[src/rtl/regs_seq.sv]
// regs_seq: access sequencer in front of the user register file.
// Turns one request into setup, strobe and hold cycles on the P-R2-3 bus.
module regs_seq #(
  parameter int unsigned SETUP_CYCLES = 1,
  parameter logic [15:0] INC_STEP = 16'd1
) (
  input  logic        clk_sys,
  input  logic        clr_n,
  input  logic        req_valid,
  output logic        req_ready,
  input  logic [1:0]  req_op,
  input  logic        req_h,
  input  logic [1:0]  req_a,
  input  logic        req_dst_h,
  input  logic [1:0]  req_dst_a,
  input  logic [15:0] req_data,
  output logic        rsp_valid,
  output logic [15:0] rsp_data,
  output logic        rsp_ovf,
  output logic [15:0] w,
  output logic        ra,
  output logic        rb,
  output logic        piszrn,
  output logic        czytrn,
  output logic        piszrw,
  output logic        czytrw,
  input  logic [15:0] l
);

  typedef enum logic [2:0] {
    IDLE, RSET, RSTB, WSET, WSTB, WHOLD, RESP
  } state_t;

  localparam logic [1:0] OP_READ  = 2'd0;
  localparam logic [1:0] OP_WRITE = 2'd1;
  localparam logic [1:0] OP_INC   = 2'd2;
  localparam logic [1:0] OP_MOVE  = 2'd3;
  localparam logic [1:0] LAST = 2'(SETUP_CYCLES - 1);

  state_t      state;
  logic [1:0]  op_q;
  logic [1:0]  cnt;
  logic        src_h_q;
  logic        dst_h_q;
  logic [1:0]  dst_a_q;
  logic        wr_h_q;
  logic        ovf_q;
  logic [16:0] sum;
  logic [2:0]  wdst;

  assign req_ready = (state == IDLE) & clr_n;
  assign sum = {1'b0, l} + {1'b0, INC_STEP};
  assign wdst = (op_q == OP_MOVE) ? {dst_h_q, dst_a_q}
                                  : {src_h_q, ra, rb};

  always_ff @(posedge clk_sys) begin
    if (!clr_n) begin
      state     <= IDLE;
      op_q      <= OP_READ;
      cnt       <= '0;
      src_h_q   <= 1'b0;
      dst_h_q   <= 1'b0;
      dst_a_q   <= '0;
      wr_h_q    <= 1'b0;
      ovf_q     <= 1'b0;
      w         <= '0;
      ra        <= 1'b0;
      rb        <= 1'b0;
      piszrn    <= 1'b0;
      czytrn    <= 1'b0;
      piszrw    <= 1'b0;
      czytrw    <= 1'b0;
      rsp_valid <= 1'b0;
      rsp_data  <= '0;
      rsp_ovf   <= 1'b0;
    end else begin
      unique case (state)
        IDLE: begin
          if (req_valid) begin
            op_q    <= req_op;
            src_h_q <= req_h;
            dst_h_q <= req_dst_h;
            dst_a_q <= req_dst_a;
            ra      <= req_a[1];
            rb      <= req_a[0];
            cnt     <= '0;
            ovf_q   <= 1'b0;
            if (req_op == OP_WRITE) begin
              w      <= req_data;
              wr_h_q <= req_h;
              state  <= WSET;
            end else begin
              state  <= RSET;
            end
          end
        end
        RSET: begin
          if (cnt == LAST) begin
            czytrw <= src_h_q;
            czytrn <= ~src_h_q;
            state  <= RSTB;
          end else begin
            cnt <= cnt + 2'd1;
          end
        end
        RSTB: begin
          czytrw <= 1'b0;
          czytrn <= 1'b0;
          if (op_q == OP_READ) begin
            rsp_valid <= 1'b1;
            rsp_data  <= l;
            rsp_ovf   <= 1'b0;
            state     <= RESP;
          end else begin
            // Read value goes straight onto W for the write-back half.
            w      <= (op_q == OP_INC) ? sum[15:0] : l;
            ovf_q  <= (op_q == OP_INC) & sum[16];
            wr_h_q <= wdst[2];
            ra     <= wdst[1];
            rb     <= wdst[0];
            cnt    <= '0;
            state  <= WSET;
          end
        end
        WSET: begin
          if (cnt == LAST) begin
            piszrw <= wr_h_q;
            piszrn <= ~wr_h_q;
            state  <= WSTB;
          end else begin
            cnt <= cnt + 2'd1;
          end
        end
        WSTB: begin
          piszrw <= 1'b0;
          piszrn <= 1'b0;
          state  <= WHOLD;
        end
        WHOLD: begin
          rsp_valid <= 1'b1;
          rsp_data  <= w;
          rsp_ovf   <= ovf_q;
          state     <= RESP;
        end
        RESP: begin
          rsp_valid <= 1'b0;
          state     <= IDLE;
        end
        default: state <= IDLE;
      endcase
    end
  end

endmodule

[config.mk]
export PLATFORM = sky130hd
export DESIGN_NAME = regs_seq
export DESIGN_NICKNAME = d
export VERILOG_FILES = /design/src/rtl/regs_seq.sv
export SDC_FILE = /design/constraint.sdc
export NUM_CORES = 1
export LEC_CHECK = 0
export ABC_AREA = 1
export CORE_ASPECT_RATIO = 0.5
export CORE_MARGIN = 4
export CORE_UTILIZATION = 41
export DETAILED_ROUTE_END_ITERATION = 10
export PLACE_DENSITY = 0.7
export SLEW_MARGIN = 0
export SYNTH_ARGS = -nofsm -noshare
export SYNTH_HDL_FRONTEND = slang
export SYNTH_SLANG_ARGS = --single-unit
[constraint.sdc]
create_clock -name clk_sys -period 2.5 [get_ports clk_sys]
set_input_delay 0.375 -clock clk_sys [delete_from_list [all_inputs] [get_ports clk_sys]]
set_output_delay 0.375 -clock clk_sys [all_outputs]
set_load 0.005 [all_outputs]
==> results.txt <==
The flow ran to the end, and the final reports show no timing, DRC or antenna violations. The largest stage delay on the critical path came out at 0.50 ns. The count of pins on the block boundary came out at 84.

In this run the worst hold path is classified as reg2reg. The total number of placement rows came out at 21. After layout, the worst path uses 85.66% of the clock period.

The clock-pin slew reported for the worst setup and hold paths after clock tree synthesis is 0.07 ns. Traced cell by cell, the critical path runs through buf_4, nor2_8, inv_1, nor2_1, clkdlybuf4s50_1. The first-pass GRT wire length is 14270 microns. The largest fanout of any net on the critical path is 10. The most used flip-flop cell after synthesis is dfxtp_1.

The number of levels in the clock H-tree is 2. For this design the ratio of total power to cell area is 770.9 nW/um^2. For this design, the slowest cell found on the critical path is clkdlybuf4s50_1. The cell type with the largest total area after synthesis is dfxtp_1. The initial cell density of the core is 43.19%. Wires add up to 8729 microns.

The count of nets after finishing came out at 557. The transition at the pin with the smallest max-transition slack came out at 0.4320 ns. The final non-filler cell area came out at 4034 sq um.

The number of antenna diodes in the final layout is 0. After synthesis, the most frequently instantiated cells are nand2_1, dfxtp_1, nand3_1, a21oi_1, inv_1. The layout cell share with drive strength beyond 1 came out at 8.967%. The area of the die came out at 8700 sq um. The worst path arrival time is 1.77 ns. The filler cells instantiated in the layout total 669. The total DRC errors in the routed layout is 0. The count of final hold-check violations came out at 0. Based on the critical path, the design can be clocked at up to 466.9 MHz. The clock insertion delay at the later pin of the skew report is 0.29 ns. The sequential element share of the synthesized area is 35.96%. The overall global routing resource usage is 20.37%.

By area the synthesized netlist is led by dfxtp_1, nand2_1, nand3_1. The netlist area before placement came out at 2950 sq um. The final critical path time including I/O delays and setup is 2.142 ns. The maximum clock insertion buffer count is 2. Summing internal, switching and leakage power gives 3.110 mW. The count of warnings emitted by yosys is 0. The average instance area after synthesis is 6.829 sq um. The number of nets in the synthesized netlist is 477. Synthesis inferred 53 register bits. TritonCTS built the clock tree. The total congestion overflow after global routing came out at 0. The max-slew headroom at the worst pin is 71.20%. The die is 128.0 microns wide. VDD sags by at most 0.3958 mV. The number of nets still failing antenna checks after routing is 0. The placed standard-cell area came out at 3857 sq um. The total clock buffers created by CTS came out at 5. The via count normalized by instance count came out at 5.175. The core footprint is 6832 sq um. The cell type group with the largest total delay on the critical path is buffers and inverters. For the worst setup path, the data required time is 2.12 ns.

The height of the die came out at 67.99 microns. The pin count of the biggest net entering global routing came out at 31. Post-CTS repair changed the size of 0 cells. The clock net in this run drives a total of 53 sinks. For this design, the CTS-stage hold fixing added 0 buffers. The first-pass iteration count of the detailed router is 4. Together, buffers and inverters on the worst path number 3. The initial antenna violation count was 0. Detailed placement finished with a half-perimeter wire length of 6277 microns. The final weighted congestion in routability-driven placement came out at 0.8870. The via count of the first global-routing pass is 2917.

Setup repair after global routing left no endpoint under its margin. Summed over all cells, the static leakage comes to 1.619 nW. The share of synthesized flip-flops with an asynchronous set or reset came out at 0%. The capturing element type of the critical path is an output pin. The number of flops mapped to enable cells by yosys is 0. The number of max-slew violations in the final report was 0. The detailed router finished its first iteration with 218 violations. The total of buffers placed on input and output ports is 83. Setup violations remaining at the end of the flow were counted as 0. The total negative setup slack is 0 ns. The number of instances in the synthesized netlist is 432. The root cell of the clock tree is clkbuf_16. The routed wirelength normalized by instance count came out at 14.43 microns. The synthesis-to-finish area growth is 36.73%. Post-CTS timing repair inserted 0 buffers for setup. Across all layers, the routed design uses 3131 vias. The final cell utilization of the core came out at 59.05%. The worst setup path is of the reg2out kind. In the post-synthesis netlist, the cell with the most instances is nand2_1. Yosys mapped the design onto 35 distinct sky130hd cell types. The tool flagged a number of max-cap violations equal to 0. The worst setup skew after layout is 0.005708 ns. The critical path startpoint category is a register. The area share of the largest cell type after synthesis came out at 35.96%.
-- logic make-up (layout without fill, tap and decap cells) --
group / after synthesis / count (layout) / synth area share [%]
and+or+nand+nor: 205 / 205 / 32.70
AOI/OAI and AO/OA: 106 / 106 / 19.68
buffers and inverters: 62 / 143 / 9.626
DFF: 53 / 53 / 35.96
xor gates and xnor gates: 4 / 4 / 1.188
adders and majority gates: 2 / 2 / 0.8480
-- placed cells by master, fill, tap and decap left out --
cell             count
a211oi_1             2
a21oi_1             38
a21oi_2              1
a31o_2               1
a31oi_1             18
buf_12               1
buf_4                9
bufinv_16            1
clkbuf_16            5
clkbuf_8             1
clkdlybuf4s50_1     83
clkinvlp_4           1
dfxtp_1             53
ha_1                 2
inv_1               38
inv_2                4
nand2_1             96
nand2_2              3
nand2_4              2
nand3_1             43
nand3_4              2
nand3b_1             1
nand4_1              3
nor2_1              33
nor2_2               5
nor2_4               1
nor2_8               2
nor3_1               6
o211ai_1             1
o211ai_2             1
o21ai_0             36
o21ai_1              6
o21bai_1             2
or2_1                2
or2_2                6
xnor2_1              1
xor2_1               3
-- worst reg2reg max path, cell delays in order, from the launching register on --
cell	delay [ns]
dfxtp_1	0.32
inv_2	0.13
nand2_2	0.11
nor2_8	0.36
nand3_4	0.19
nand2_2	0.30
buf_12	0.20
o21ai_0	0.08
a31oi_1	0.16
-- registers in the layout, summed over array words and instances (netlist names), 2 cells and up --
register,cells
state,3
dst_a_q,2
rsp_data,16
op_q,2
w,16
cnt,2
-- layer usage --
layer,up-vias,share of wire (%),global-route usage [%]
met4,0,0.40,2.249
li1,1604,-,-
met2,104,44,33.53
met5,-,0,0
met3,4,8.6,4.131
met1,1419,47,28.71
-- power by group --
part,switching (mW),internal (mW)
logic,0.635,0.536
registers,0.107,1.01
clock network,0.321,0.500
-- cell type report --
cell class	instances	area [sq um]	area share [%]
clock inverter	2	37.54	0.9305
clock buffer	6	138.9	3.443
multi-input combinational	317	1605	39.80
timing repair buffer	93	918.4	22.77
tap	92	115.1	2.854
sequential	53	1061	26.30
inverter	42	157.7	3.908
-- stage by stage --
step                      cells  hold slack, ns  worst slack (ns)
after floorplan             432          0.4308             1.167
after global placement      597          0.4494            0.4672
after detailed placement    597          0.4565            0.4033
after CTS                   605          0.4668            0.3468
after global routing        605          0.4791            0.2757
final                       605          0.4632            0.3584
-- final timing paths --
path | startpoint | end | slack [ns] | cells past startpoint
setup / recovery | state[2]$_SDFFE_PN0P_ | req_ready | 0.36 | 5
hold / removal | cnt[1]$_SDFFE_PN0P_ | cnt[1]$_SDFFE_PN0P_ | 0.46 | 2
setup reg to reg | state[0]$_SDFFE_PN0P_ | rsp_data[13]$_SDFFE_PN0P_ | 0.56 | 8
hold reg to reg | cnt[1]$_SDFFE_PN0P_ | cnt[1]$_SDFFE_PN0P_ | 0.46 | 2
(Power assumes the default switching activity.)
